**src/rtl/rf_wport_arbiter_pkg.sv**
```systemverilog
// Shared constants and helpers for the register-file write-port arbiter.
// Holds the default register-file geometry, the address treated as the hard-wired
// zero register, and a helper that sizes index signals safely for N=1.
package rf_wport_arbiter_pkg;

  localparam int RF_ADDR_W    = 5;
  localparam int RF_DATA_W    = 32;
  localparam int RF_ZERO_ADDR = 0;
  localparam int WR_COUNT_W   = 16;

  // $clog2(1) is 0, which would give a zero-width index; keep at least one bit.
  function automatic int idx_width(input int n);
    return (n > 1) ? $clog2(n) : 1;
  endfunction

endpackage

```
**src/rtl/rf_wport_arbiter_arb.sv**
```systemverilog
// Purpose: combinational round-robin arbiter, first request at or after ptr wins.
// Ports: req (request vector), ptr (search start), en (grant enable),
//        gnt (one-hot grant), gnt_idx (binary index of gnt), any (a grant was made).
module rr_arbiter
  import rf_wport_arbiter_pkg::*;
#(
  parameter int N = 2,
  localparam int IW = idx_width(N)
) (
  input  logic [N-1:0]  req,
  input  logic [IW-1:0] ptr,
  input  logic          en,
  output logic [N-1:0]  gnt,
  output logic [IW-1:0] gnt_idx,
  output logic          any
);

  logic [2*N-1:0] dbl;
  logic [N-1:0]   rot;
  int             idx_sum;

  always_comb begin
    // Rotating the doubled vector right by ptr puts index ptr at bit 0, so a
    // plain lowest-bit-first search yields the round-robin winner.
    dbl     = {req, req} >> ptr;
    rot     = dbl[N-1:0];
    gnt     = '0;
    gnt_idx = '0;
    any     = 1'b0;
    idx_sum = 0;
    for (int i = 0; i < N; i++) begin
      if (en && rot[i] && !any) begin
        any     = 1'b1;
        idx_sum = int'(ptr) + i;
        if (idx_sum >= N) idx_sum = idx_sum - N;
        gnt_idx = IW'(idx_sum);
        gnt[idx_sum] = 1'b1;
      end
    end
  end

endmodule

```
**src/rtl/rf_wport_arbiter.sv**
```systemverilog
// Purpose: shares the register-file write port between NR_REQ writeback requesters.
// Ports: clk/rst, req_valid/req_addr/req_data in, req_ready (one-hot grant) out,
//        wb_stall in, rf_wen/rf_waddr/rf_wdata to the register file, wr_count out.
module rf_wport_arbiter
  import rf_wport_arbiter_pkg::*;
#(
  parameter int NR_REQ     = 2,
  parameter int ADDR_WIDTH = RF_ADDR_W,
  parameter int DATA_WIDTH = RF_DATA_W,
  parameter int ZERO_REG   = 1
) (
  input  logic                         clk,
  input  logic                         rst,
  input  logic [NR_REQ-1:0]            req_valid,
  input  logic [NR_REQ*ADDR_WIDTH-1:0] req_addr,
  input  logic [NR_REQ*DATA_WIDTH-1:0] req_data,
  output logic [NR_REQ-1:0]            req_ready,
  input  logic                         wb_stall,
  output logic                         rf_wen,
  output logic [ADDR_WIDTH-1:0]        rf_waddr,
  output logic [DATA_WIDTH-1:0]        rf_wdata,
  output logic [WR_COUNT_W-1:0]        wr_count
);

  localparam int IW = idx_width(NR_REQ);

  logic [IW-1:0]         ptr;
  logic [IW-1:0]         ptr_nxt;
  logic [NR_REQ-1:0]     gnt;
  logic [IW-1:0]         gnt_idx;
  logic                  any;
  logic [ADDR_WIDTH-1:0] sel_addr;
  logic [DATA_WIDTH-1:0] sel_data;
  logic                  sel_is_zero;

  // Grants are suppressed during reset so nothing is accepted and then dropped.
  rr_arbiter #(.N(NR_REQ)) u_arb (
    .req     (req_valid),
    .ptr     (ptr),
    .en      (!rst && !wb_stall),
    .gnt     (gnt),
    .gnt_idx (gnt_idx),
    .any     (any)
  );

  assign req_ready = gnt;

  // gnt is one-hot (or zero), so AND-OR selection needs no priority mux.
  always_comb begin
    sel_addr = '0;
    sel_data = '0;
    for (int i = 0; i < NR_REQ; i++) begin
      sel_addr = sel_addr | ({ADDR_WIDTH{gnt[i]}} & req_addr[ADDR_WIDTH*i +: ADDR_WIDTH]);
      sel_data = sel_data | ({DATA_WIDTH{gnt[i]}} & req_data[DATA_WIDTH*i +: DATA_WIDTH]);
    end
  end

  assign ptr_nxt     = (gnt_idx == IW'(NR_REQ - 1)) ? '0 : gnt_idx + 1'b1;
  assign sel_is_zero = (ZERO_REG != 0) && (sel_addr == ADDR_WIDTH'(RF_ZERO_ADDR));

  always_ff @(posedge clk) begin
    if (rst) begin
      ptr      <= '0;
      rf_wen   <= 1'b0;
      rf_waddr <= '0;
      rf_wdata <= '0;
      wr_count <= '0;
    end else begin
      if (any) begin
        ptr      <= ptr_nxt;
        rf_waddr <= sel_addr;
        rf_wdata <= sel_data;
        // A write to the zero register is consumed but never reaches the file.
        rf_wen   <= !sel_is_zero;
      end else begin
        rf_wen   <= 1'b0;
      end
      // Counts the write currently presented to the register file; wraps naturally.
      wr_count <= wr_count + {{(WR_COUNT_W-1){1'b0}}, rf_wen};
    end
  end

endmodule

```
**config.mk**
```make
export PLATFORM = sky130hd
export DESIGN_NAME = rf_wport_arbiter
export DESIGN_NICKNAME = d
export VERILOG_FILES = /design/src/rtl/rf_wport_arbiter_pkg.sv /design/src/rtl/rf_wport_arbiter_arb.sv /design/src/rtl/rf_wport_arbiter.sv
export SDC_FILE = /design/constraint.sdc
export NUM_CORES = 1
export LEC_CHECK = 0
export CELL_PAD_IN_SITES_DETAIL_PLACEMENT = 1
export CELL_PAD_IN_SITES_GLOBAL_PLACEMENT = 1
export CORE_MARGIN = 5
export CORE_UTILIZATION = 28
export DETAILED_ROUTE_END_ITERATION = 8
export GPL_TIMING_DRIVEN = 0
export PLACE_DENSITY_LB_ADDON = 0.12
export SLEW_MARGIN = 20
export SYNTH_ARGS = -nofsm -noshare
export SYNTH_HDL_FRONTEND = slang
export SYNTH_SLANG_ARGS = --single-unit
```
**constraint.sdc**
```tcl
create_clock -name clk -period 2 [get_ports clk]
set_input_delay 0.3 -clock clk [delete_from_list [all_inputs] [get_ports clk]]
set_output_delay 0.3 -clock clk [all_outputs]
set_load 0.01 [all_outputs]
```
==> Yosys cells after proc, flatten, opt, wreduce, memory -nomap -nowiden <==
Cells that the tools add are included.
{ "classes": {"order_cmp": 6, "n_reduce_logical": 12, "muxes": 15, "n_bitwise": 8, "shifts": 1, "addsub": 5} }
{ "op_table": {"columns": ["operator", "count"], "rows": [
  ["two-way mux 32 bit", 4],
  ["bitwise AND 32 bit", 2],
  ["greater-or-equal comparator 32 x 1 -> 1 bit (second input constant)", 2],
  ["less-than comparator 32 x 3 -> 1 bit (second input constant)", 2],
  ["greater-or-equal comparator 32 x 3 -> 1 bit (second input constant)", 1],
  ["OR 32 bit", 1],
  ["subtractor 32 x 3 -> 32 bit (second input constant)", 1],
  ["adder 16 x 1 -> 16 bit", 1],
  ["bitwise AND 5 bit", 2],
  ["two-way mux 1 bit", 7],
  ["logical AND 1 bit", 6],
  ["zero test 5 bit", 1],
  ["OR 5 bit", 1],
  ["zero test 1 bit", 4],
  ["two-way mux 2 bit", 2],
  ["right shift 4 x 1 -> 2 bit", 1],
  ["subtractor 1 x 2 -> 3 bit (second input constant)", 1],
  ["adder 1 x 1 -> 2 bit (second input constant)", 1],
  ["demux 1 bit (select 1 bit)", 2],
  ["greater-or-equal comparator 1 x 2 -> 1 bit (second input constant)", 1],
  ["OR 2 bit", 1],
  ["OR reduction 2 bit", 1],
  ["adder 1 bit (second input constant)", 1],
  ["inverter 1 bit", 1]
]} }
{ "totals": {"word_cells": 52, "register_bits": 55, "in_bits": 79, "out_inout_bits": 56} }

==> Logic depth before layout (Yosys ltp) <==
{ "depth": {"ltp_word": 17, "ltp_mapped": 6, "mapped_depth_nobuf": 5} }

==> Modules after synthesis <==
From an unflattened synthesis, not the netlist that was laid out.
{ "hier_totals": {"hier_cells": 265, "hier_area_um2": 2339.7} }
{ "modules_own_cells": {"columns": ["module", "n_inst", "area_per_inst_um2", "cells_each"], "rows": [
  ["rf_wport_arbiter", 1, 2306.0, 258],
  ["rr_arbiter", 1, 33.8, 7]
]} }

==> Least setup slack after synthesis <==
OpenSTA, ideal clock, no wires.
{ "synth_path": {"kind": "register to register", "start": "register rf_wen", "end": "register wr_count[12]", "path_stages_with_launch": 6, "t_arrival_ns": 1.478, "period_less_slack_ns": 1.599, "path_slack_ns": 0.401, "path_cell_list": "dfxtp_1 ha_1 ha_1 nand2_1 nor4_1 mux2_2"} }
{ "synth_via": {"elab_chain_cells": 1} }
{ "synth_lines": {"columns": ["item", "line_no", "source"], "rows": [
  ["start, declared", "rf_wport_arbiter.sv:19", "output logic rf_wen,"],
  ["start signal, assigned", "rf_wport_arbiter.sv:74", "rf_wen <= !sel_is_zero;"],
  ["adder 16 x 1 -> 16 bit", "rf_wport_arbiter.sv:79", "wr_count <= wr_count + {{(WR_COUNT_W-1){1'b0}}, rf_wen};"],
  ["end signal, assigned", "rf_wport_arbiter.sv:79", null],
  ["end, declared", "rf_wport_arbiter.sv:22", "output logic [WR_COUNT_W-1:0] wr_count"]
]} }
Every way passes these cells.
A chain may end at the register's enable or synchronous reset.

==> summary.txt <==
STA
  • Hold_ws: 0.400 ns
  • Worst slew pin tran: 0.647 ns
  • RSZ-0062 raised after global routing: false
  • Final worst-path cycle share: 0.889
  • F_max: 0.563 GHz
  • Skew final: 0.0111 ns
  • Post-route minimum period: 1.78 ns
  • Worst slew margin: 0.566
  • Final slew viol count: 0
  • Fin worst setup slack: 0.223 ns
  • Final Hold Fails: 0
  • # setup viols final: 0

Synthesis
  • Register area share after synthesis: 0.404
  • YS warnings: 0
  • Synth cell types: 35
  • Avg Cell Area, Syn: 8.46 µm²
  • Post-synth EDFFs: 0
  • Synth Flop Type: dfxtp_1
  • Ranking of synthesized cells by area: dfxtp_1 40%, a311oi_1 11%, nand4_1 9.0%
  • Synth Net Count: 403
  • Synth area leader: dfxtp_1
  • Post-synth ARST share: 0
  • Synth Register Bits: 55
  • Share of the synthesized area in the top cell type: 0.404
  • Synth Cell Area: 2730 µm²
  • Cells after synthesis: 322

Finish
  • Syn-to-layout area delta: 57.8%
  • Non-filler instance count after layout: 595
  • Share of cells above drive strength 1: 0.110
  • Nets: 542
  • Register area: 1100 µm²
  • # fillers: 1201
  • N_diodes: 0
  • Area of the multi-input gates: 1400 µm²

Place
  • Pre-CTS setup slack: -0.291 ns
  • GP Congestion: 0.787
  • Placed cell count: 586
  • DP Wirelength: 8000 µm
  • IO Port Bufs: 131

Clocking
  • Worst-path clk slew: 0.11 ns
  • H-tree Lvls: 2
  • Cts hold-fix bufs: 0
  • CTS tree: yes
  • Clk_lat worst skew: 0.32 ns
  • Clock Path Buffers: 2
  • CTS buffer count: 5
  • Root buffer cell: clkbuf_8
  • # clock sinks: 55

Power
  • Cell Pwr Density: 570 nW/µm²
  • Total power: 2450 µW
  • Leakage: 0.00144 µW
  • VDD IR max: 328 µV

Drt
  • WL final: 10700 µm
  • DRC Markers: 0
  • Detailed Routing Iterations Pass 1: 4
  • DRT iter0 DRCs: 122
  • Drt via density: 5.22
  • Post-DRT Antenna Nets: 0
  • Routed WL per cell: 18.0 µm
  • Via Count: 3103

Setup path
  • Critical path arrival: 1.48 ns
  • Crit path buf inv count: 2
  • Reg-to-reg slack, setup: 0.25 ns
  • Crit-path cells: nand2b_1, buf_4, and3_1, dlygate4sd2_1
  • Critical path class: flip-flop to output port
  • R2r startpoint: wr_count[0]
  • Reg-to-reg endpoint: wr_count[12]
  • Worst setup SP type: flip-flop
  • Worst Setup EP: req_ready[1]
  • Worst path max stage delay: 0.35 ns
  • Worst endpoint required time: 1.70 ns
  • CP Depth: 4
  • CP max FO: 10
  • FF-to-FF path depth: 5
  • CP top delay family: buffers and inverters
  • Slowest-stage cell, CP: dfxtp_2
  • Endpoint type of the worst setup path: output port

Floorplan
  • Die ar.: 11800 µm²
  • Core box area: 9640 µm²
  • Initial core utilization: 0.283
  • Cell row count: 36
  • Die outline width: 109 µm
  • Die height: 109 µm
  • IO Pins: 135

Global route
  • Grt total ovfl: 0
  • Initial antenna violation count: 0
  • Vias in the first global route: 3306
  • GRT Util Overall: 0.181
  • Largest net degree at the start of global routing: 18
  • Global-route wire length before repair: 17000 µm

Hold path
  • Hold WC Path Type: input port to flip-flop

Run
  • Maxcap violations: 0

Status
  • Status: finished clean
## cells in the mapped netlist, types with 2 or more instances
master and count:
nand3_1 43, o31ai_1 4, xor2_1 2, nor2_1 48
clkbuf_1 7, a21oi_1 7, nor2b_1 7, inv_1 4
buf_8 2, nor4_1 5, dfxtp_1 55, or3_1 3
buf_1 2, buf_2 23, o21ai_0 3, a311oi_2 4
a311oi_1 33, nand4_1 39, or4_1 3, buf_4 2
nand2_1 6, mux2_2 5, ha_1 2, nor3_1 2
## logic make-up (layout without fill, tap and decap cells)
group	Yosys count	after routing	synth area share
AOI/OAI and AO/OA	55	55	0.171
adders and majority gates	2	2	0.00918
buffers and inverters	41	181	0.0808
DFF	55	55	0.404
xor gates and xnor gates	3	3	0.00964
and+or+nand+nor	161	161	0.304
muxes	5	5	0.0207
## placed cells by master (no fill, tap or decap), types with 3 or more instances in the layout
cell type,Yosys,layout
a311oi_2,4,4
clkbuf_8,0,5
dlygate4sd2_1,0,3
nor2_1,48,48
or3_1,3,3
o21ai_0,3,3
nand3_1,43,43
mux2_2,5,5
nor2b_1,7,7
nand4_1,39,39
nor4_1,5,5
buf_2,23,22
a311oi_1,33,33
dfxtp_1,55,54
o31ai_1,4,4
clkdlybuf4s50_1,0,128
a21oi_1,7,7
buf_4,2,4
or4_1,3,3
nand2_1,6,6
inv_1,4,4
clkbuf_1,7,7
## cell type report
class / count / area share
Clock buffer: 5 / 0.0160
Multi-Input combinational cell: 226 / 0.327
Inverter: 4 / 0.00349
Clock inverter: 3 / 0.00466
Tap cell: 133 / 0.0387
Sequential cell: 55 / 0.256
Timing Repair Buffer: 132 / 0.306
Buffer: 37 / 0.0483
## power breakdown
group	switching [µW]	internal (µW)	leakage (µW)	total, µW
sequential	36.7	1160	0.000453	1200
clock	405	246	0.0000402	650
combinational	275	328	0.000943	603
## worst min-delay path by stage
stage	slack [ns]	cells past startpoint	from	endpoint
3_5_place_dp	0.50	2	rf_wdata[10]	rf_wdata[10]
3_3_place_gp	0.48	2	wr_count[9]	wr_count[9]
6_report	0.40	3	rst	wr_count[15]
5_1_grt	0.40	3	rst	wr_count[14]
2_1_floorplan	0.47	2	req_data[42]	rf_wdata[10]
4_1_cts	0.40	3	rst	wr_count[12]
## stage by stage
stage	area [µm²]	util	setup TNS, ns
floorplan	2730	-	0
global placement	4200	0.436	-2.00
detailed placement	4200	0.436	-2.32
CTS	4300	0.446	0
global route	4300	0.446	0
finish	4300	0.446	0
## repair_timing
item | CTS | global route
setup buffers | 1 | 0
resized for setup | 5 | 0
setup endpoints to repair | 2 | 0
## sequential cells by signal, summed over array words and instances, names as in the netlist, named ones only
| signal | cells |
|---|---|
| rf_wdata | 32 |
| rf_waddr | 5 |
| wr_count | 16 |
| rf_wen | 1 |
## routing by layer
metal | track usage | share of wire
met1 | 0.238 | 0.45
met2 | 0.294 | 0.47
met3 | 0.0539 | 0.074
met4 | 0.0379 | 0.0067
met5 | 0 | 0
## worst register-to-register path, cell delays in order, from the launching register on
cell and delay [ns]:
dfxtp_1 0.35, ha_1 0.25, ha_1 0.27, nand2_1 0.16, nor4_1 0.26, mux2_2 0.37
Power figures use the tool's default switching activity.
